`src/rtl/instr_loader_pkg.sv`:
```
// rtl/instr_loader_pkg.sv - shared types and constants for the instruction boot loader
package loader_pkg;

    typedef enum logic [2:0] {
        IDLE, CNT_HI, CNT_LO, W_HI, W_LO, WRITE, DONE, ERR
    } load_state_t;

    typedef enum logic [1:0] {
        RX_IDLE, RX_START, RX_DATA, RX_STOP
    } rx_state_t;

    localparam logic [3:0] WMASK_LO = 4'b0011;
    localparam logic [3:0] WMASK_HI = 4'b1100;
    localparam int BANK_W = 3;
    localparam int ROW_W  = 9;

    // One-cold bank select; csb is indexed [0:7] so csb[bank] is the bank's strobe.
    function automatic logic [0:7] bank_csb(input logic [BANK_W-1:0] bank);
        logic [0:7] c;
        c = 8'hFF;
        c[bank] = 1'b0;
        return c;
    endfunction

endpackage

```
`src/rtl/instr_loader_if.sv`:
```
// rtl/instr_loader_if.sv - instruction SRAM write port driven by the loader
interface instr_loader_if;
    logic [0:7]  instr_mem_csb;
    logic        instrw_enb;
    logic [3:0]  instr_wmask;
    logic [8:0]  instr_mem_addr_9bit;
    logic [15:0] instr_write_data;

    modport master (
        output instr_mem_csb, instrw_enb, instr_wmask, instr_mem_addr_9bit, instr_write_data
    );
    modport slave (
        input instr_mem_csb, instrw_enb, instr_wmask, instr_mem_addr_9bit, instr_write_data
    );
endinterface

```
`src/rtl/instr_loader_uart_rx.sv`:
```
// rtl/instr_loader_uart_rx.sv - 8N1 UART byte receiver with start-bit glitch rejection
module uart_rx_byte
    import loader_pkg::*;
#(
    parameter int CLKS_PER_BIT = 434
) (
    input  logic       clk,
    input  logic       reset,
    input  logic       rx_sync,
    output logic       byte_valid,
    output logic [7:0] byte_data,
    output logic       frame_err
);

    localparam int CNT_W = $clog2(CLKS_PER_BIT);
    localparam logic [CNT_W-1:0] HALF = CNT_W'(CLKS_PER_BIT / 2 - 1);
    localparam logic [CNT_W-1:0] FULL = CNT_W'(CLKS_PER_BIT - 1);

    rx_state_t        state_q, state_d;
    logic [CNT_W-1:0] cnt_q, cnt_d;
    logic [2:0]       bit_q, bit_d;
    logic [7:0]       shift_q, shift_d;
    logic             rx_prev_q;
    logic             valid_d, ferr_d;

    always_comb begin
        state_d = state_q;
        cnt_d   = cnt_q + CNT_W'(1);
        bit_d   = bit_q;
        shift_d = shift_q;
        valid_d = 1'b0;
        ferr_d  = 1'b0;
        case (state_q)
            RX_IDLE: begin
                cnt_d = '0;
                if (rx_prev_q && !rx_sync) state_d = RX_START;
            end
            RX_START: begin
                // Mid-start-bit recheck: a line that is high again was only a glitch.
                if (cnt_q == HALF) begin
                    cnt_d   = '0;
                    bit_d   = '0;
                    state_d = rx_sync ? RX_IDLE : RX_DATA;
                end
            end
            RX_DATA: begin
                if (cnt_q == FULL) begin
                    cnt_d   = '0;
                    shift_d = {rx_sync, shift_q[7:1]};
                    bit_d   = bit_q + 3'd1;
                    if (bit_q == 3'd7) state_d = RX_STOP;
                end
            end
            RX_STOP: begin
                if (cnt_q == FULL) begin
                    cnt_d   = '0;
                    state_d = RX_IDLE;
                    valid_d = rx_sync;
                    ferr_d  = !rx_sync;
                end
            end
            default: state_d = RX_IDLE;
        endcase
    end

    always_ff @(posedge clk) begin
        if (reset) begin
            state_q    <= RX_IDLE;
            cnt_q      <= '0;
            bit_q      <= '0;
            shift_q    <= '0;
            rx_prev_q  <= 1'b1;
            byte_valid <= 1'b0;
            byte_data  <= '0;
            frame_err  <= 1'b0;
        end else begin
            state_q    <= state_d;
            cnt_q      <= cnt_d;
            bit_q      <= bit_d;
            shift_q    <= shift_d;
            rx_prev_q  <= rx_sync;
            byte_valid <= valid_d;
            frame_err  <= ferr_d;
            if (valid_d) byte_data <= shift_q;
        end
    end

endmodule

```
`src/rtl/instr_loader.sv`:
```
// rtl/instr_loader.sv - UART boot loader writing 16-bit instructions into the SRAM banks
module instr_loader
    import loader_pkg::*;
#(
    parameter int CLKS_PER_BIT = 434,
    parameter int MAX_WORDS    = 8192
) (
    input  logic                  clk,
    input  logic                  reset,
    input  logic                  rx,
    input  logic                  load_en,
    instr_loader_if.master        mem,
    output logic                  loading,
    output logic                  start,
    output logic                  load_err
);

    logic        rx_meta_q, rx_sync_q;
    logic        byte_valid, frame_err;
    logic [7:0]  byte_data;

    load_state_t state_q, state_d;
    logic [7:0]  n_hi_q, w_hi_q;
    logic [15:0] n_q;
    logic [13:0] a_q;
    logic [13:0] a_inc;
    logic [15:0] n_word;
    logic        load_err_q;

    uart_rx_byte #(.CLKS_PER_BIT(CLKS_PER_BIT)) u_rx (
        .clk        (clk),
        .reset      (reset),
        .rx_sync    (rx_sync_q),
        .byte_valid (byte_valid),
        .byte_data  (byte_data),
        .frame_err  (frame_err)
    );

    assign a_inc  = a_q + 14'd1;
    assign n_word = {n_hi_q, byte_data};

    always_comb begin
        state_d = state_q;
        case (state_q)
            IDLE:   if (load_en) state_d = CNT_HI;
            CNT_HI: if (byte_valid) state_d = CNT_LO;
            CNT_LO: begin
                if (byte_valid) begin
                    if (n_word == 16'd0)
                        state_d = DONE;
                    else if ({16'd0, n_word} > 32'(MAX_WORDS))
                        state_d = ERR;
                    else
                        state_d = W_HI;
                end
            end
            W_HI:   if (byte_valid) state_d = W_LO;
            W_LO:   if (byte_valid) state_d = WRITE;
            WRITE:  state_d = ({2'b00, a_inc} == n_q) ? DONE : W_HI;
            DONE:   state_d = IDLE;
            ERR:    state_d = ERR;
            default: state_d = ERR;
        endcase
        if (frame_err && state_q != IDLE) state_d = ERR;
    end

    always_ff @(posedge clk) begin
        if (reset) begin
            rx_meta_q               <= 1'b1;
            rx_sync_q               <= 1'b1;
            state_q                 <= IDLE;
            n_hi_q                  <= '0;
            w_hi_q                  <= '0;
            n_q                     <= '0;
            a_q                     <= '0;
            load_err_q              <= 1'b0;
            mem.instr_mem_csb       <= 8'hFF;
            mem.instrw_enb          <= 1'b1;
            mem.instr_wmask         <= '0;
            mem.instr_mem_addr_9bit <= '0;
            mem.instr_write_data    <= '0;
        end else begin
            rx_meta_q  <= rx;
            rx_sync_q  <= rx_meta_q;
            state_q    <= state_d;
            load_err_q <= load_err_q | (state_d == ERR);
            if (state_q == CNT_HI && byte_valid) n_hi_q <= byte_data;
            if (state_q == CNT_LO && byte_valid) begin
                n_q <= n_word;
                a_q <= '0;
            end
            if (state_q == W_HI && byte_valid) w_hi_q <= byte_data;
            if (state_q == WRITE) a_q <= a_inc;
            // Strobes are registered on entry to WRITE so they are stable for exactly that cycle.
            if (state_d == WRITE) begin
                mem.instr_mem_csb       <= bank_csb(a_q[12:10]);
                mem.instrw_enb          <= 1'b0;
                mem.instr_wmask         <= a_q[0] ? WMASK_HI : WMASK_LO;
                mem.instr_mem_addr_9bit <= a_q[ROW_W:1];
                mem.instr_write_data    <= {w_hi_q, byte_data};
            end else begin
                mem.instr_mem_csb       <= 8'hFF;
                mem.instrw_enb          <= 1'b1;
            end
        end
    end

    assign loading  = (state_q == W_HI) || (state_q == W_LO) || (state_q == WRITE);
    assign start    = (state_q == DONE);
    assign load_err = load_err_q;

endmodule

```
`src/flat_wrapper.sv`:
```
// flat-port wrapper written by rule: the top's interface ports become plain ports
module instr_loader_flat import loader_pkg::*;
#(
    parameter int CLKS_PER_BIT = 434,
    parameter int MAX_WORDS    = 8192
)
  (clk, reset, rx, load_en, loading, start, load_err, mem_instr_mem_csb, mem_instrw_enb, mem_instr_wmask, mem_instr_mem_addr_9bit, mem_instr_write_data);
  instr_loader_if mem_i ();
  input  logic clk;
  input  logic reset;
  input  logic rx;
  input  logic load_en;
  output logic loading;
  output logic start;
  output logic load_err;
  output wire logic [$bits(mem_i.instr_mem_csb)-1:0] mem_instr_mem_csb;
  output wire logic [$bits(mem_i.instrw_enb)-1:0] mem_instrw_enb;
  output wire logic [$bits(mem_i.instr_wmask)-1:0] mem_instr_wmask;
  output wire logic [$bits(mem_i.instr_mem_addr_9bit)-1:0] mem_instr_mem_addr_9bit;
  output wire logic [$bits(mem_i.instr_write_data)-1:0] mem_instr_write_data;
  assign mem_instr_mem_csb = mem_i.instr_mem_csb;
  assign mem_instrw_enb = mem_i.instrw_enb;
  assign mem_instr_wmask = mem_i.instr_wmask;
  assign mem_instr_mem_addr_9bit = mem_i.instr_mem_addr_9bit;
  assign mem_instr_write_data = mem_i.instr_write_data;
  instr_loader #(.CLKS_PER_BIT(CLKS_PER_BIT), .MAX_WORDS(MAX_WORDS)) u_core (.clk(clk), .reset(reset), .rx(rx), .load_en(load_en), .mem(mem_i), .loading(loading), .start(start), .load_err(load_err));
endmodule
```
`config.mk`:
```
export PLATFORM = sky130hd
export DESIGN_NAME = instr_loader_flat
export DESIGN_NICKNAME = d
export VERILOG_FILES = /design/src/rtl/instr_loader_pkg.sv /design/src/rtl/instr_loader_if.sv /design/src/rtl/instr_loader_uart_rx.sv /design/src/rtl/instr_loader.sv /design/src/flat_wrapper.sv
export SDC_FILE = /design/constraint.sdc
export NUM_CORES = 1
export LEC_CHECK = 0
export ABC_CLOCK_PERIOD_IN_PS = 5520
export CORE_MARGIN = 2
export CORE_UTILIZATION = 40
export CTS_CLUSTER_DIAMETER = 60
export DETAILED_ROUTE_END_ITERATION = 7
export PLACE_DENSITY = 0.57
export SLEW_MARGIN = 20
export SYNTH_ARGS = -nofsm -noshare
export SYNTH_HDL_FRONTEND = slang
export SYNTH_SLANG_ARGS = --single-unit
export TNS_END_PERCENT = 10
```
`constraint.sdc`:
```
create_clock -name clk -period 5.52 [get_ports clk]
set_clock_uncertainty 0.05 [all_clocks]
set_input_delay 1.104 -clock clk [delete_from_list [all_inputs] [get_ports clk]]
set_output_delay 1.104 -clock clk [all_outputs]
set_load 0.005 [all_outputs]
```
Word-level counts from Yosys, hierarchy flattened
Index checks and enable logic that the tools add are counted.
- multiplexer cells: 31
- equal/unequal tests: 21
- div/mod/pow operators: 0
- add/sub/neg operators: 3
- bitwise gates (word level): 6
- reduce and logical (&&, ||, !) cells: 21
- multipliers: 0
- order comparisons: 3
- shift operators: 0
- operators with widths (kind ; number):
    3-bit two-way mux ; 11
    14-bit two-way mux ; 2
    9-bit one-hot mux with 3 select lines ; 1
    3-bit one-hot mux with 8 select lines ; 1
    3-bit equality test (second input constant) ; 7
    9-bit two-way mux ; 2
    14-bit by 16-bit equality test with 1-bit output ; 1
    16-bit by 14-bit > comparator with 1-bit output (second input constant) ; 1
    16-bit logical NOT ; 1
    14-bit by 1-bit adder with 14-bit output (second input constant) ; 1
    2-bit two-way mux ; 6
    2-bit inequality test (second input constant) ; 5
    9-bit by 1-bit adder with 9-bit output (second input constant) ; 1
    9-bit by 8-bit equality test with 1-bit output (second input constant) ; 1
    9-bit equality test (second input constant) ; 1
    8-bit NOT ; 1
    2-bit one-hot mux with 4 select lines ; 1
    3-bit by 2-bit equality test with 1-bit output (second input constant) ; 2
    1-bit logical AND ; 6
    3-bit one-hot mux with 2 select lines ; 1
    5-bit AND reduction ; 1
    2-bit equality test (second input constant) ; 2
    4-bit greater-or-equal comparator (second input constant) ; 1
    4-bit by 1-bit < comparator with 1-bit output (second input constant) ; 1
    19 further kinds ; 27
- memories: 0
- memory bits (read-only): 0
- bits in registers: 123
- logic and storage cells: 106
- latch bits: 0
- memory bits (writable): 0

Logic depth before layout (Yosys ltp)
- depth in word-level cells: 9
- depth in mapped cells: 9

Cells and area by module
A second synthesis with hierarchy kept.
- cell total of the unflattened synthesis: 646
- area total of the unflattened synthesis: 5619.1 um^2
- modules (own cells, without submodules) (module ; sequential area each (um^2) ; cells an instance ; area each (um^2) ; times used):
    instr_loader ; 1761.7 ; 475 ; 4078.9 ; 1
    uart_rx_byte ; 660.6 ; 171 ; 1540.2 ; 1

Least setup slack after synthesis
OpenSTA, ideal clock, no wires.
- path type: input to register
- start point: input load_en
- end point: register u_core.mem.instr_mem_addr_9bit[8]
- path slack: 3.011 ns
- library setup time: 0.117 ns
- buffers on the path: 2
- arrival time: 2.342 ns
- stages on the path: 6
- path through: or4_1 -> o21ai_1 -> a2111oi_4 -> buf_4 -> buf_6 -> a22o_1
- cells in the longest elaborated chain, start to end: 4
- RTL lines (element ; RTL line ; RTL):
    start, declared ; flat_wrapper.sv:12 ; input logic load_en;
    3-bit two-way mux ; instr_loader.sv:45 ; IDLE: if (load_en) state_d = CNT_HI;
    3-bit one-hot mux with 8 select lines ; instr_loader.sv:44 ; case (state_q)
    3-bit two-way mux ; instr_loader.sv:64 ; if (frame_err && state_q != IDLE) state_d = ERR;
    3-bit equality test ; instr_loader.sv:95 ; if (state_d == WRITE) begin
    end signal, assigned ; instr_loader.sv:99 ; mem.instr_mem_addr_9bit <= a_q[ROW_W:1];
    end, declared ; instr_loader_if.sv:10 ; output instr_mem_csb, instrw_enb, instr_wmask, instr_mem_addr_9bit, instr_write_data
Every way passes these cells.
A chain may end at the register's enable or synchronous reset.

Worst setup path after layout
- start point: register u_core.state_q[2]
- end point: output loading
- cells in the longest elaborated chain, start to end: 3
- elaborated cells on any way between the ends: 5
- RTL lines (element ; RTL line ; RTL):
    start, declared ; instr_loader.sv:22 ; load_state_t state_q, state_d;
    start signal, assigned ; instr_loader.sv:85 ; state_q <= state_d;
    3-bit by 2-bit equality test with 1-bit output / 3-bit equality test (equally long branches) ; instr_loader.sv:108 ; assign loading = (state_q == W_HI) || (state_q == W_LO) || (state_q == WRITE);
    1-bit logical OR ; instr_loader.sv:108 ;
    1-bit logical OR (*) ; instr_loader.sv:108 ;
    end, declared ; flat_wrapper.sv:13 ; output logic loading;
Mark *: on every way between the ends. The rest lies on a longest branch, timed or not.

==> results.json <==
{
  "core_mm2": 0.0126,
  "gp_congestion": 0.798,
  "cts_setup_buffers": 0,
  "rsz0062_at_grt": "no",
  "startpoint_type": "flop",
  "critPathKind": "reg -> out",
  "grt_usage_pct": 17.8,
  "placed_cells": 757,
  "finalSetupTns_ns": 0,
  "tightest_slew_ns": 0.787,
  "slew_violations": 0,
  "dieWidth_um": 117,
  "routed_wl_mm": 11.4,
  "crit_path_end_kind": "output pin",
  "p_switching_uw": 417,
  "vias_per_cell": 5.16,
  "layout-drive-gt1-share_pct": 7.62,
  "wl_met1_mm": 5.32,
  "avgSynthCellArea_um2": 8.86,
  "synth_top_area_share_pct": 47.3,
  "synth_largest_area_cell": "dfxtp_1",
  "postCtsHoldBufs": 0,
  "synth_top_family_by_area": "simple AND/OR/NAND/NOR gates",
  "max_stage_delay_ns": 0.56,
  "syn_nets": 588,
  "p_clk_share_pct": 56.3,
  "synth_area_mm2": 0.00512,
  "cts.sink_count": 121,
  "relSlewSlack_pct": 47.4,
  "io_pins": 45,
  "worstSkewPairLatency_ns": 0.42,
  "synth-simple-area-share_pct": 21.6,
  "synth_cell_types": 62,
  "synth-xor-area-share_pct": 4.45,
  "ctsResizeCount": 0,
  "utilization_pct": 49.5,
  "crit_path_max_fanout": 12,
  "power_frac_seq_pct": 42.5,
  "route.met2.wl_mm": 5.35,
  "max_cap_violations": 0,
  "rows": 41,
  "synth_compound_area_share_pct": 17.2,
  "setup_viol": 0,
  "portBuffers": 44,
  "grt_pass1_wl_mm": 18.7,
  "die_area_mm2": 0.0137,
  "max_freq_ghz": 0.312,
  "grt_overflow_total": 0,
  "ys_seq_area_share_pct": 47.3,
  "clk_pin_slew_ns": 0.05,
  "yosysWarnings": 0,
  "drcViolationCount": 0,
  "period_share_pct": 58.1,
  "synthTopCellsByArea": "dfxtp_1 47%, nand2_1 6.3%, a21oi_1 4.7%, nor2_1 4.5%, a22o_1 4.3%",
  "cts_tree": "built",
  "synthArstFlopShare_pct": 0,
  "yosys-top-cells-count": "121 x dfxtp_1, 86 x nand2_1, 61 x nor2_1",
  "vias": 4071,
  "cp_cell_sequence": "nor2b_1 > o21bai_1 > clkdlybuf4s50_1",
  "p_leak_uw": 0.00225,
  "drt-pass1-iter-count": 5,
  "p_comb_share_pct": 1.2,
  "first_global_vias": 3818,
  "post_drt_wl_per_cell_um": 14.5,
  "num-nets-final": 614,
  "num_antenna_cells": 0,
  "die_h_um": 117,
  "cts.path.max_buffers": 2,
  "dr.first_iter.drc_count": 230,
  "yosysMostFrequentCell": "dfxtp_1",
  "required_ns": 4.37,
  "synthAdderAreaFrac_pct": 1.47,
  "hold_violations": 0,
  "run_status": "finished clean",
  "start_util_pct": 40.7,
  "min_path_type": "reg -> reg",
  "htreeDepth": 4,
  "antenna_found_initial": 0,
  "cts-root-buf": "clkbuf_16",
  "arrival_ns": 2.05,
  "final_antenna_net_count": 0,
  "crit_path_top_delay_cell": "dfxtp_1",
  "grt_max_degree": 76,
  "top_layer": "met4",
  "cts_buffers": 17,
  "holdWs_ns": 0.362,
  "p_int_uw": 1650,
  "syn_to_final_growth_pct": 21.5,
  "p_sw_share_pct": 20.2,
  "irDropWorstVdd_uv": 205,
  "synth-seq-cells": 121,
  "stdcell_count": 789,
  "cellPowerDensity_mw_per_mm2": 332,
  "syn-instance-count": 578,
  "synth_mux_area_share_pct": 3.52,
  "min_period_ns": 3.20,
  "ys.flop_type": "dfxtp_1",
  "dp.final_hpwl_mm": 7.59,
  "synth_edf_count": 0,
  "met3WireLength_um": 375
}
==> worst max-delay path: cells and delay by family (launching register included) <==
| family | cells | cell delay (ns) |
|---|---|---|
| DFF | 1 | 0.56 |
| buffers and inverters | 1 | 0.51 |
| and+or+nand+nor | 1 | 0.39 |
| AOI/OAI and AO/OA | 1 | 0.17 |
==> state kept, by name (all words and copies together), names as in the netlist, named ones only <==
register and count:
u_core.a_q 14, u_core.load_err 1, u_core.mem.instr_mem_addr_9bit 9, u_core.mem.instr_mem_csb 8, u_core.mem.instr_wmask 2, u_core.mem.instr_write_data 16, u_core.mem.instrw_enb 1, u_core.n_hi_q 8
u_core.n_q 16, u_core.rx_meta_q 1, u_core.rx_sync_q 1, u_core.state_q 3, u_core.u_rx.bit_q 3, u_core.u_rx.byte_data 8, u_core.u_rx.byte_valid 1, u_core.u_rx.cnt_q 9
u_core.u_rx.frame_err 1, u_core.u_rx.rx_prev_q 1, u_core.u_rx.shift_q 8, u_core.u_rx.state_q 1, u_core.w_hi_q 8
==> metal layers <==
layer | vias up | global-route usage (%)
met2 | 78 | 28.1
met4 | 0 | 10.0
met3 | 28 | 4.63
li1 | 2062 | -
met1 | 1903 | 22.1
met5 | - | 0
==> worst paths after layout <==
| check | start | slack [ns] | depth (start not counted) | endpoint |
|---|---|---|---|---|
| worst max-delay path | u_core.state_q[2] | 2.32 | 3 | loading |
| worst min-delay path | u_core.rx_meta_q | 0.36 | 1 | u_core.rx_sync_q |
| worst max register to register | u_core.state_q[1] | 2.53 | 7 | u_core.mem.instr_mem_csb[6] |
| worst min register to register | u_core.rx_meta_q | 0.36 | 1 | u_core.rx_sync_q |
==> power by group through the flow <==
stage          Sequential, uW  Clock (uW)  Combinational [uW]
2_1_floorplan             895           0                21.6
3_3_place_gp              897           0                24.3
3_5_place_dp              897           0                25.0
4_1_cts                   879        1180                25.1
5_1_grt                   879        1220                27.2
6_report                  879        1160                24.7
==> cell usage in the layout (no fill, tap or decap), types with 4 or more instances in the layout <==
cell / instances
o21ai_0: 18
nor2_1: 61
xnor2_1: 14
dfxtp_1: 121
and2_1: 8
clkinvlp_4: 5
mux2i_1: 18
nor3_1: 9
nand3_1: 16
ha_1: 6
nand4_1: 4
and3_1: 4
a22o_1: 25
clkbuf_16: 17
a22oi_1: 4
xor2_1: 12
bufinv_16: 4
clkdlybuf4s50_1: 43
nor4_1: 8
inv_1: 8
nand2b_1: 4
a21oi_1: 48
nand3b_1: 5
nand2_1: 86
nor2b_1: 7
==> layout make-up <==
| type | instances | area (um2) |
|---|---|---|
| fill | 1216 | 6350 |
| timing repair buffer | 46 | 450 |
| clock buffer | 21 | 450 |
| sequential | 121 | 2420 |
| tap | 172 | 215 |
| inverter | 10 | 37.5 |
| clock inverter | 11 | 171 |
| multi-input combinational | 408 | 2470 |
==> cell families after synthesis <==
group / Yosys count
adders and majority gates: 6
and+or+nand+nor: 232
AOI/OAI and AO/OA: 126
muxes: 18
buffers and inverters: 49
xor gates and xnor gates: 26
DFF: 121
==> per-stage QoR <==
| step | cell area, um2 | total power, uW | worst slack (ns) |
|---|---|---|---|
| 2_1_floorplan | 5120 | 917 | 3.01 |
| 3_3_place_gp | 5600 | 922 | 2.27 |
| 3_5_place_dp | 5600 | 922 | 2.20 |
| 4_1_cts | 6220 | 2080 | 2.30 |
| 5_1_grt | 6220 | 2120 | 2.24 |
| 6_report | 6220 | 2070 | 2.32 |
No activity file was read; power rests on OpenSTA's default activity.
